<file path="src/rtl/xc_malu_pkg.sv">
// rtl/xc_malu_pkg.sv - shared op/pw codes, uop indices and issue-stage states
package xc_malu_pkg;

  localparam logic [3:0] OP_DIV    = 4'd0;
  localparam logic [3:0] OP_DIVU   = 4'd1;
  localparam logic [3:0] OP_REM    = 4'd2;
  localparam logic [3:0] OP_REMU   = 4'd3;
  localparam logic [3:0] OP_MUL    = 4'd4;
  localparam logic [3:0] OP_MULU   = 4'd5;
  localparam logic [3:0] OP_MULSU  = 4'd6;
  localparam logic [3:0] OP_CLMUL  = 4'd7;
  localparam logic [3:0] OP_PMUL   = 4'd8;
  localparam logic [3:0] OP_PCLMUL = 4'd9;
  localparam logic [3:0] OP_MADD   = 4'd10;
  localparam logic [3:0] OP_MSUB   = 4'd11;
  localparam logic [3:0] OP_MACC   = 4'd12;
  localparam logic [3:0] OP_MMUL   = 4'd13;
  localparam int         OP_NUM    = 14;

  localparam logic [2:0] PW_32 = 3'd0;
  localparam logic [2:0] PW_16 = 3'd1;
  localparam logic [2:0] PW_8  = 3'd2;
  localparam logic [2:0] PW_4  = 3'd3;
  localparam logic [2:0] PW_2  = 3'd4;
  localparam int         PW_NUM = 5;

  // Bit positions inside malu_uop, for wiring to the ALU's named uop_* ports
  localparam int UOP_DIV    = 0;
  localparam int UOP_DIVU   = 1;
  localparam int UOP_REM    = 2;
  localparam int UOP_REMU   = 3;
  localparam int UOP_MUL    = 4;
  localparam int UOP_MULU   = 5;
  localparam int UOP_MULSU  = 6;
  localparam int UOP_CLMUL  = 7;
  localparam int UOP_PMUL   = 8;
  localparam int UOP_PCLMUL = 9;
  localparam int UOP_MADD   = 10;
  localparam int UOP_MSUB   = 11;
  localparam int UOP_MACC   = 12;
  localparam int UOP_MMUL   = 13;

  typedef enum logic [1:0] {
    ST_IDLE = 2'd0,
    ST_RUN  = 2'd1,
    ST_RESP = 2'd2
  } state_t;

endpackage

</file>
<file path="src/rtl/xc_malu_issue_if.sv">
// rtl/xc_malu_issue_if.sv - request, ALU-side and response signals of the issue stage
interface xc_malu_issue_if;
  logic        req_valid;
  logic        req_ready;
  logic [3:0]  req_op;
  logic [2:0]  req_pw;
  logic [31:0] req_rs1;
  logic [31:0] req_rs2;
  logic [31:0] req_rs3;

  logic [31:0] malu_rs1;
  logic [31:0] malu_rs2;
  logic [31:0] malu_rs3;
  logic [13:0] malu_uop;
  logic [4:0]  malu_pw;
  logic        malu_valid;
  logic        malu_flush;
  logic [63:0] malu_result;
  logic        malu_ready;

  logic        rsp_valid;
  logic        rsp_ready;
  logic [63:0] rsp_result;
  logic        rsp_err;

  modport slave (
    input  req_valid, req_op, req_pw, req_rs1, req_rs2, req_rs3,
    output req_ready,
    output malu_rs1, malu_rs2, malu_rs3, malu_uop, malu_pw, malu_valid, malu_flush,
    input  malu_result, malu_ready,
    output rsp_valid, rsp_result, rsp_err,
    input  rsp_ready
  );

  modport master (
    output req_valid, req_op, req_pw, req_rs1, req_rs2, req_rs3,
    input  req_ready,
    input  malu_rs1, malu_rs2, malu_rs3, malu_uop, malu_pw, malu_valid, malu_flush,
    output malu_result, malu_ready,
    input  rsp_valid, rsp_result, rsp_err,
    output rsp_ready
  );
endinterface

</file>
<file path="src/rtl/xc_malu_issue_decode.sv">
// rtl/xc_malu_issue_decode.sv - op/pw code to one-hot ALU controls plus illegal flag
module xc_malu_issue_decode
  import xc_malu_pkg::*;
(
  input  logic [3:0]  op,
  input  logic [2:0]  pw,
  output logic [13:0] uop,
  output logic [4:0]  pw_oh,
  output logic        illegal
);

  logic legal_op;
  logic legal_pw;

  assign legal_op = (op <= OP_MMUL);
  assign legal_pw = (pw <= PW_2);

  // Illegal codes decode to all-zero so nothing reaches the ALU even if latched
  assign uop     = legal_op ? (14'd1 << op) : 14'd0;
  assign pw_oh   = legal_pw ? (5'd1 << pw) : 5'd0;
  assign illegal = !(legal_op && legal_pw);

endmodule

</file>
<file path="src/rtl/xc_malu_issue.sv">
// rtl/xc_malu_issue.sv - request sequencing, hold, timeout and kill in front of xc_malu
module xc_malu_issue
  import xc_malu_pkg::*;
#(
  parameter int TIMEOUT = 80,
  parameter int CW      = 7
) (
  input  logic          clock,
  input  logic          resetn,
  input  logic          kill,
  xc_malu_issue_if.slave bus
);

  state_t      state;
  logic [CW-1:0] cnt;
  logic [31:0] rs1_q, rs2_q, rs3_q;
  logic [13:0] uop_q;
  logic [4:0]  pw_q;
  logic [63:0] result_q;
  logic        err_q;

  logic [13:0] dec_uop;
  logic [4:0]  dec_pw;
  logic        dec_illegal;
  logic        timeout;

  xc_malu_issue_decode u_decode (
    .op      (bus.req_op),
    .pw      (bus.req_pw),
    .uop     (dec_uop),
    .pw_oh   (dec_pw),
    .illegal (dec_illegal)
  );

  assign timeout = (cnt == CW'(TIMEOUT - 1));

  always_ff @(posedge clock or negedge resetn) begin
    if (!resetn) begin
      state    <= ST_IDLE;
      cnt      <= '0;
      rs1_q    <= '0;
      rs2_q    <= '0;
      rs3_q    <= '0;
      uop_q    <= '0;
      pw_q     <= '0;
      result_q <= '0;
      err_q    <= 1'b0;
    end else if (kill) begin
      state <= ST_IDLE;
    end else begin
      case (state)
        ST_IDLE: begin
          if (bus.req_valid) begin
            rs1_q <= bus.req_rs1;
            rs2_q <= bus.req_rs2;
            rs3_q <= bus.req_rs3;
            uop_q <= dec_uop;
            pw_q  <= dec_pw;
            cnt   <= '0;
            if (dec_illegal) begin
              state    <= ST_RESP;
              err_q    <= 1'b1;
              result_q <= '0;
            end else begin
              state <= ST_RUN;
            end
          end
        end
        ST_RUN: begin
          cnt <= cnt + 1'b1;
          // A ready ALU wins over a timeout landing in the same cycle
          if (bus.malu_ready) begin
            result_q <= bus.malu_result;
            err_q    <= 1'b0;
            state    <= ST_RESP;
          end else if (timeout) begin
            result_q <= '0;
            err_q    <= 1'b1;
            state    <= ST_RESP;
          end
        end
        ST_RESP: begin
          if (bus.rsp_ready) state <= ST_IDLE;
        end
        default: state <= ST_IDLE;
      endcase
    end
  end

  assign bus.req_ready  = (state == ST_IDLE) && !kill;
  assign bus.malu_valid = (state == ST_RUN) && !kill;
  // Flush is low only while an operation is genuinely in flight
  assign bus.malu_flush = !resetn || kill || (state != ST_RUN) || bus.malu_ready || timeout;
  assign bus.rsp_valid  = (state == ST_RESP) && !kill;

  assign bus.malu_rs1   = rs1_q;
  assign bus.malu_rs2   = rs2_q;
  assign bus.malu_rs3   = rs3_q;
  assign bus.malu_uop   = uop_q;
  assign bus.malu_pw    = pw_q;
  assign bus.rsp_result = result_q;
  assign bus.rsp_err    = err_q;

endmodule

</file>
<file path="src/flat_wrapper.sv">
// flat-port wrapper written by rule: the top's interface ports become plain ports
module xc_malu_issue_flat import xc_malu_pkg::*;
#(
  parameter int TIMEOUT = 80,
  parameter int CW      = 7
)
  (clock, resetn, kill, bus_req_valid, bus_req_op, bus_req_pw, bus_req_rs1, bus_req_rs2, bus_req_rs3, bus_req_ready, bus_malu_rs1, bus_malu_rs2, bus_malu_rs3, bus_malu_uop, bus_malu_pw, bus_malu_valid, bus_malu_flush, bus_malu_result, bus_malu_ready, bus_rsp_valid, bus_rsp_result, bus_rsp_err, bus_rsp_ready);
  xc_malu_issue_if bus_i ();
  input  logic clock;
  input  logic resetn;
  input  logic kill;
  input wire logic [$bits(bus_i.req_valid)-1:0] bus_req_valid;
  input wire logic [$bits(bus_i.req_op)-1:0] bus_req_op;
  input wire logic [$bits(bus_i.req_pw)-1:0] bus_req_pw;
  input wire logic [$bits(bus_i.req_rs1)-1:0] bus_req_rs1;
  input wire logic [$bits(bus_i.req_rs2)-1:0] bus_req_rs2;
  input wire logic [$bits(bus_i.req_rs3)-1:0] bus_req_rs3;
  output wire logic [$bits(bus_i.req_ready)-1:0] bus_req_ready;
  output wire logic [$bits(bus_i.malu_rs1)-1:0] bus_malu_rs1;
  output wire logic [$bits(bus_i.malu_rs2)-1:0] bus_malu_rs2;
  output wire logic [$bits(bus_i.malu_rs3)-1:0] bus_malu_rs3;
  output wire logic [$bits(bus_i.malu_uop)-1:0] bus_malu_uop;
  output wire logic [$bits(bus_i.malu_pw)-1:0] bus_malu_pw;
  output wire logic [$bits(bus_i.malu_valid)-1:0] bus_malu_valid;
  output wire logic [$bits(bus_i.malu_flush)-1:0] bus_malu_flush;
  input wire logic [$bits(bus_i.malu_result)-1:0] bus_malu_result;
  input wire logic [$bits(bus_i.malu_ready)-1:0] bus_malu_ready;
  output wire logic [$bits(bus_i.rsp_valid)-1:0] bus_rsp_valid;
  output wire logic [$bits(bus_i.rsp_result)-1:0] bus_rsp_result;
  output wire logic [$bits(bus_i.rsp_err)-1:0] bus_rsp_err;
  input wire logic [$bits(bus_i.rsp_ready)-1:0] bus_rsp_ready;
  assign bus_i.req_valid = bus_req_valid;
  assign bus_i.req_op = bus_req_op;
  assign bus_i.req_pw = bus_req_pw;
  assign bus_i.req_rs1 = bus_req_rs1;
  assign bus_i.req_rs2 = bus_req_rs2;
  assign bus_i.req_rs3 = bus_req_rs3;
  assign bus_req_ready = bus_i.req_ready;
  assign bus_malu_rs1 = bus_i.malu_rs1;
  assign bus_malu_rs2 = bus_i.malu_rs2;
  assign bus_malu_rs3 = bus_i.malu_rs3;
  assign bus_malu_uop = bus_i.malu_uop;
  assign bus_malu_pw = bus_i.malu_pw;
  assign bus_malu_valid = bus_i.malu_valid;
  assign bus_malu_flush = bus_i.malu_flush;
  assign bus_i.malu_result = bus_malu_result;
  assign bus_i.malu_ready = bus_malu_ready;
  assign bus_rsp_valid = bus_i.rsp_valid;
  assign bus_rsp_result = bus_i.rsp_result;
  assign bus_rsp_err = bus_i.rsp_err;
  assign bus_i.rsp_ready = bus_rsp_ready;
  xc_malu_issue #(.TIMEOUT(TIMEOUT), .CW(CW)) u_core (.clock(clock), .resetn(resetn), .kill(kill), .bus(bus_i));
endmodule
</file>
<file path="config.mk">
export PLATFORM = sky130hd
export DESIGN_NAME = xc_malu_issue_flat
export DESIGN_NICKNAME = d
export VERILOG_FILES = /design/src/rtl/xc_malu_pkg.sv /design/src/rtl/xc_malu_issue_if.sv /design/src/rtl/xc_malu_issue_decode.sv /design/src/rtl/xc_malu_issue.sv /design/src/flat_wrapper.sv
export SDC_FILE = /design/constraint.sdc
export NUM_CORES = 1
export LEC_CHECK = 0
export ABC_CLOCK_PERIOD_IN_PS = 1700
export CAP_MARGIN = 20
export CORE_ASPECT_RATIO = 1.2
export CORE_MARGIN = 2
export CORE_UTILIZATION = 36
export CTS_BUF_LIST = sky130_fd_sc_hd__clkbuf_8 sky130_fd_sc_hd__clkbuf_16
export DETAILED_ROUTE_END_ITERATION = 6
export GPL_ROUTABILITY_DRIVEN = 0
export PLACE_DENSITY = 0.8
export SLEW_MARGIN = 30
export SYNTH_ARGS = -nofsm -noshare
export SYNTH_HDL_FRONTEND = slang
export SYNTH_SLANG_ARGS = --single-unit
</file>
<file path="constraint.sdc">
create_clock -name clock -period 1.7 [get_ports clock]
set_input_delay 0.34 -clock clock [delete_from_list [all_inputs] [get_ports clock]]
set_output_delay 0.34 -clock clock [all_outputs]
set_load 0.03 [all_outputs]
</file>
==> flow_summary.yaml, run 1 <==
timing:
  hold_violations: 0
  finalSetupViolations: 59
  rsz0062_at_grt: "yes"
  worstMarginPinSlew_ps: 482
  period_share_pct: 135
  skew_ps: 8.89
  post-route-min-period_ps: 2300
  slew_headroom_pct: 67.9
  postLayoutSetupSlackWorst_ps: -598
  finalMaxSlewViolations: 0
  fmax_mhz: 435
die:
  die_y_um: 159
  floorplan.io_pins: 357
  die_x_um: 133
  initial_utilization_pct: 36.7
  floorplan.die_area_sq_um: 21200
  std_cell_rows: 56
  core_area_sq_um: 19600
global_route:
  grt_pass1_wl_mm: 35.7
  number_of_global_route_vias_before_repair: 6606
  grt_max_degree: 90
  antenna_found_initial: 0
  globalRouteOverflowTotal: 0
  groute.usage.overall_pct: 21.5
placed_design:
  detailedPlacementHpwl_mm: 16.3
  port_buf_inserts: 356
  detailed_place.area_sq_um: 11400
  place_worst_setup_slack_ps: -309
synthesis:
  ys_warn_count: 0
  syn-instance-count: 680
  post_syn_area_sq_um: 7210
  synth-seq-area-share_pct: 65.6
  yosys-top-cells-area: "sky130_fd_sc_hd__dfrtp_1 (66%), sky130_fd_sc_hd__nand2_1 (16%), sky130_fd_sc_hd__a22o_1 (8.0%)"
  syn_avg_cell_area_sq_um: 10.6
  synth.net_count: 854
  yosys_register_bits: 189
  yosys.area.top_type: "sky130_fd_sc_hd__dfrtp_1"
  synth_top_area_share_pct: 65.6
  post_synth_num_cell_types: 37
run_status:
  status: "finished with violations"
  failed_checks: "negative setup slack"
final_layout:
  multi_input_area_sq_um: 2300
  layout.cell_area.non_filler_sq_um: 11800
  antenna_cells: 0
  layout-drive-gt1-share_pct: 9.70
  layout_commonest_cell: "sky130_fd_sc_hd__nand2_1"
  leading_cell_types_in_the_layout_fill_and_taps_excluded: "sky130_fd_sc_hd__nand2_1 (314), sky130_fd_sc_hd__dfrtp_1 (189), sky130_fd_sc_hd__dlygate4sd2_1 (178)"
  final.fill_count: 1657
  synthesis_to_layout_area_growth_pct: 64.2
  layout.area.seq_sq_um: 4730
  nNetsFinal: 1246
detailed_routing:
  route.antenna.remaining_nets: 0
  post-route-drc-count: 0
  via_count: 6334
  totalWireLength_mm: 22.2
  drt_pre_antenna_iters: 4
  vias_per_cell: 4.72
  drtIter0Drc: 299
  routed_wire_length_per_instance_um: 16.6
clock_tree:
  cts_inserted_buffers: 17
  clk_root_buffer_cell: "sky130_fd_sc_hd__clkbuf_16"
  htree_num_levels: 4
  number_of_sinks_on_the_clock_net: 189
  worst_skew_pair.late_latency_ps: 420
  tritoncts: "done"
  clock_tree.buffer_depth: 2
  worst_setup_hold_path_clk_slew_ps: 80
power:
  cellPowerDensity_nw_per_um2: 1160
  worst_ir_drop_vdd_v: 0.000599
  power_leakage_nw: 6.23
  finalPower_mw: 13.8
critical_path:
  timing.critical_path.slowest_stage_cell: "sky130_fd_sc_hd__dfrtp_1"
  critPathMaxFanout: 3
  timing.reg2reg.setup_slack_ps: -70
  critical-path-max-stage-delay_ps: 390
  crit_chain: "ha_2 -> nor4bb_1 -> a211o_1 -> or3b_4 -> buf_6"
  start_kind: "flop"
  timing.critical_path.buf_inv: 1
  cp_class: "flop to output port"
  crit_arrival_ps: 1960
  cp_top_family: "simple AND/OR/NAND/NOR gates"
  timing.critical_path.to_type: "output port"
  worst-endpoint-required_ps: 1360
hold_path:
  hold_class: "input port to flop"
job:
  drv.max_cap_violation_count: 0
## sequential cells by signal, indices dropped and copies added (netlist names)
name                   flops
u_core.bus.rsp_err         1
u_core.bus.malu_uop       14
u_core.cnt                 7
u_core.bus.rsp_result     64
u_core.bus.malu_rs3       32
u_core.state               2
u_core.bus.malu_pw         5
u_core.bus.malu_rs2       32
u_core.bus.malu_rs1       32
## cell families (layout without fill, tap and decap cells)
logic type | Yosys count | in the layout | synth area share (%)
compound gates | 90 | 90 | 10.7
xor+xnor | 4 | 4 | 0.486
fa+ha+maj | 1 | 1 | 0.174
buf+inv | 43 | 445 | 3.19
flops | 189 | 189 | 65.6
mux | 1 | 1 | 0.156
simple gates | 352 | 352 | 19.7
## power breakdown
| group | total [mW] | internal (mW) | switching (mW) |
|---|---|---|---|
| Combinational | 4.21 | 1.58 | 2.63 |
| Sequential | 5.62 | 5.23 | 0.390 |
| Clock | 3.96 | 2.20 | 1.75 |
## final timing paths
kind / startpoint / to / cells after the start
max in group asynchronous: resetn / u_core.bus.malu_uop[10] / 4
max: u_core.cnt[0] / bus_malu_flush / 5
min reg2reg: u_core.bus.malu_pw[4] / u_core.bus.malu_pw[4] / 2
min: bus_req_rs3[5] / u_core.bus.malu_rs3[5] / 3
max reg2reg: u_core.cnt[0] / u_core.bus.rsp_result[28] / 7
min in group asynchronous: resetn / u_core.bus.malu_rs1[26] / 3
## layer usage
metal / up-vias / global-route usage, % / wire, um
met5: - / 0 / 0
li1: 3027 / - / -
met1: 2948 / 25.5 / 8600
met2: 310 / 34.9 / 10500
met4: 0 / 9.24 / 801
met3: 49 / 8.34 / 2290
## stage by stage
| stage | instances | hold slack, ps | utilization, % | setup TNS (ps) |
|---|---|---|---|---|
| after global placement | 1310 | 428 | 58.1 | -41910 |
| after global routing | 1343 | 424 | 60.3 | -10700 |
| after CTS | 1342 | 414 | 60.3 | -2180 |
| final | 1343 | 432 | 60.3 | -2790 |
| after detailed placement | 1310 | 434 | 58.1 | -48150 |
| after floorplan | 680 | 44.4 | - | -88.6 |
## worst min-delay path: cells and delay by family
family / cells / cell delay [ps]
AND/OR/NAND/NOR: 2 / 90
buffers and inverters: 1 / 390
## synthesized netlist by cell type (all sizes together)
master and number:
nand4 1, or3b 1, nor3b 2, nand2b 3, o31ai 7, nor3 1, a311oi 1, dfrtp 189
nor2b 1, nor4bb 1, nand3b 1, a211o 1, a22o 66, mux2 1, or2 1, o41ai 8
inv 4, nand2 316, clkbuf 14, buf 25, nand3 4, nor2 10, ha 1, or4 1
o21ai 4, xnor2 3, xor2 1, or2b 2, a21oi 3, or3 1, nand4b 2, nor4 2
and2 2
## area by class of cell
| class | count | area share [%] |
|---|---|---|
| clock buffer | 18 | 3.71 |
| clock inverter | 11 | 1.14 |
| inverter | 4 | 0.127 |
| multi-input combinational | 448 | 19.4 |
| sequential | 189 | 40.0 |
| tap | 261 | 2.76 |
| timing repair buffer | 412 | 32.9 |
## timing repair
item | 4_1_cts | 5_1_grt
gates resized for setup | 189 | 1
setup endpoints to repair | 239 | 69
pin swaps | 2 | 0
hold endpoints to repair | 74 | 0
hold buffers | 1 | 0
buffers inserted | 2 | 1
(Power assumes the default switching activity.)
==> run 2: changes to the inputs <==
--- a/config.mk
+++ b/config.mk
@@ -12,7 +12,6 @@
 export CORE_UTILIZATION = 36
 export CTS_BUF_LIST = sky130_fd_sc_hd__clkbuf_8 sky130_fd_sc_hd__clkbuf_16
 export DETAILED_ROUTE_END_ITERATION = 6
-export GPL_ROUTABILITY_DRIVEN = 0
 export PLACE_DENSITY = 0.8
 export SLEW_MARGIN = 30
 export SYNTH_ARGS = -nofsm -noshare
==> results of run 2 <==
Same layout as run 1: the final DEF is identical, and so are final timing and power.
==> run 3: changes to the inputs <==
--- a/config.mk
+++ b/config.mk
@@ -12,7 +12,7 @@
 export CORE_UTILIZATION = 36
 export CTS_BUF_LIST = sky130_fd_sc_hd__clkbuf_8 sky130_fd_sc_hd__clkbuf_16
 export DETAILED_ROUTE_END_ITERATION = 6
-export PLACE_DENSITY = 0.8
+export PLACE_DENSITY = 0.76
 export SLEW_MARGIN = 30
 export SYNTH_ARGS = -nofsm -noshare
 export SYNTH_HDL_FRONTEND = slang
==> run 3 against run 2 <==
- the flow finishes with violations (negative hold slack, negative setup slack)
- non-clock buffer count shrank 2
- combinational power is essentially flat
- die area is the same
- highest routed layer is now met5
- cell count is essentially flat
==> flow_summary.yaml, run 3 (same netlist as run 1, synthesis figures left out) <==
run_status:
  status: "finished with violations"
  failed_checks: "negative hold slack, negative setup slack"
detailed_routing:
  via_count: 6373
  drt_pre_antenna_iters: 7
  post-route-drc-count: 0
  route.antenna.remaining_nets: 0
  vias_per_cell: 4.74
  routed_wire_length_per_instance_um: 16.9
  met3WireLength_mm: 2.16
  totalWireLength_mm: 22.7
  drtIter0Drc: 323
  wl_met2_mm: 11.3
  maxUsedRoutingLayer: "met5"
  met1Wirelength_mm: 8.90
clock_tree:
  tritoncts: "done"
  clock_tree.buffer_depth: 2
  worst_setup_hold_path_clk_slew_ps: 70
  worst_skew_pair.late_latency_ps: 420
  cts_inserted_buffers: 17
  clk_root_buffer_cell: "sky130_fd_sc_hd__clkbuf_16"
  number_of_sinks_on_the_clock_net: 189
  htree_num_levels: 4
power:
  switching_part_of_the_total_pct: 35.4
  power_leakage_nw: 6.27
  clock_power_share_pct: 28.8
  power_frac_seq_pct: 40.7
  share_comb_of_total_power_pct: 30.5
  cellPowerDensity_nw_per_um2: 1160
  internal_power_mw: 8.94
  worst_ir_drop_vdd_v: 0.000780
  power.switching_mw: 4.89
timing:
  hold_violations: 3
  period_share_pct: 135
  finalMaxSlewViolations: 0
  rsz0062_at_grt: "yes"
  fmax_mhz: 437
  skew_ps: 9.63
  postLayoutSetupSlackWorst_ps: -587
  finalSetupViolations: 67
  post-route-min-period_ps: 2290
  hold-worst-slack_ps: -5.42
  worstMarginPinSlew_ps: 513
  slew_headroom_pct: 65.8
  tns_ps: -7780
global_route:
  grt_max_degree: 98
  globalRouteOverflowTotal: 0
  groute.usage.overall_pct: 21.4
  antenna_found_initial: 1
  grt_pass1_wl_mm: 35.7
  number_of_global_route_vias_before_repair: 6585
job:
  drv.max_cap_violation_count: 0
die:
  core_area_sq_um: 19600
  std_cell_rows: 56
  die_x_um: 133
  die_y_um: 159
  initial_utilization_pct: 36.7
  floorplan.io_pins: 357
  floorplan.die_area_sq_um: 21200
final_layout:
  antenna_cells: 0
  layout_commonest_cell: "sky130_fd_sc_hd__nand2_1"
  nNetsFinal: 1244
  synthesis_to_layout_area_growth_pct: 64.8
  stdcell_count: 1344
  largest_register_ffs: 64
  layout-drive-gt1-share_pct: 9.70
  leading_cell_types_in_the_layout_fill_and_taps_excluded: "sky130_fd_sc_hd__nand2_1 (314), sky130_fd_sc_hd__dfrtp_1 (189), sky130_fd_sc_hd__dlygate4sd2_1 (180)"
critical_path:
  cp_top_family: "simple AND/OR/NAND/NOR gates"
  start_kind: "flop"
  timing.critical_path.to_type: "output port"
  timing.critical_path.buf_inv: 1
  timing.critical_path.slowest_stage_cell: "sky130_fd_sc_hd__dfrtp_1"
  critPathMaxFanout: 2
  crit_arrival_ps: 1950
  worst-endpoint-required_ps: 1360
  crit_chain: "ha_2 -> nor4bb_1 -> a211o_1 -> or3b_4 -> buf_6"
  cp_class: "flop to output port"
  critical-path-max-stage-delay_ps: 400
placed_design:
  gp_congestion: 0.815
  port_buf_inserts: 356
  number_of_placed_instances_with_taps_included: 1308
  detailedPlacementHpwl_mm: 16.1
hold_path:
  hold_class: "input port to asynchronous set/reset pin"
==> run 3: cell types whose count changed in the layout (fill, tap and decap cells not counted), moves of 2 or more <==
cell	previous run	this run
sky130_fd_sc_hd__clkinv_4	1	4
sky130_fd_sc_hd__dlygate4sd2_1	178	180
sky130_fd_sc_hd__clkinvlp_4	5	1
sky130_fd_sc_hd__o41ai_1	8	6
sky130_fd_sc_hd__o41ai_2	0	2
sky130_fd_sc_hd__inv_8	1	3
sky130_fd_sc_hd__buf_4	45	40
==> run 3: stage by stage <==
step	setup slack, ps	instance area (sq um)	util (%)	total power [mW]
2_1_floorplan	-88.6	7220	-	7.99
3_3_place_gp	-246	11400	58.1	10.4
3_5_place_dp	-295	11400	58.1	10.4
4_1_cts	-610	11800	60.3	14.0
5_1_grt	-654	11900	60.5	14.5
6_report	-587	11900	60.5	13.8
==> run 3: final timing paths <==
path	start	cells past startpoint	end	slack, ps
worst min register to register	u_core.bus.malu_rs1[12]	2	u_core.bus.malu_rs1[12]	470
worst min-delay path	resetn	2	u_core.bus.malu_uop[11]	-5
worst max-delay path	u_core.cnt[1]	5	bus_malu_flush	-590
min in group clock	bus_req_rs1[16]	3	u_core.bus.malu_rs1[16]	440
worst max register to register	u_core.state[1]	7	u_core.bus.rsp_result[57]	-130
max in group asynchronous	resetn	2	u_core.bus.malu_rs2[6]	1290
==> run 3: routing by layer <==
metal / vias to the layer above / global-route usage, %
met5: - / 0
met2: 282 / 36.7
li1: 3021 / -
met4: 2 / 6.62
met1: 3045 / 24.7
met3: 23 / 8.28
==> run 3: area by class of cell <==
type / instances / area [sq um]
repair buffers: 410 / 3910
fillers: 1633 / 7740
clock buffers: 18 / 439
inverters: 4 / 15.0
clock inverters: 14 / 153
flip-flops and latches: 189 / 4730
well taps: 261 / 327
multi-input cells: 448 / 2310
==> run 3: repair_timing <==
item / 4_1_cts / 5_1_grt
buffers inserted: 6 / 0
pin swaps: 3 / 0
gates cloned: 0 / 1
resized for setup: 191 / 4
hold buffers: 0 / 0
setup endpoints to repair: 230 / 82
==> run 3: power groups by stage <==
stage,Clock [mW],Sequential [mW],Combinational (mW)
floorplan,0,7.17,0.826
global placement,0,5.71,4.67
detailed placement,0,5.72,4.72
CTS,4.10,5.63,4.24
global route,4.33,5.72,4.50
finish,3.98,5.62,4.22
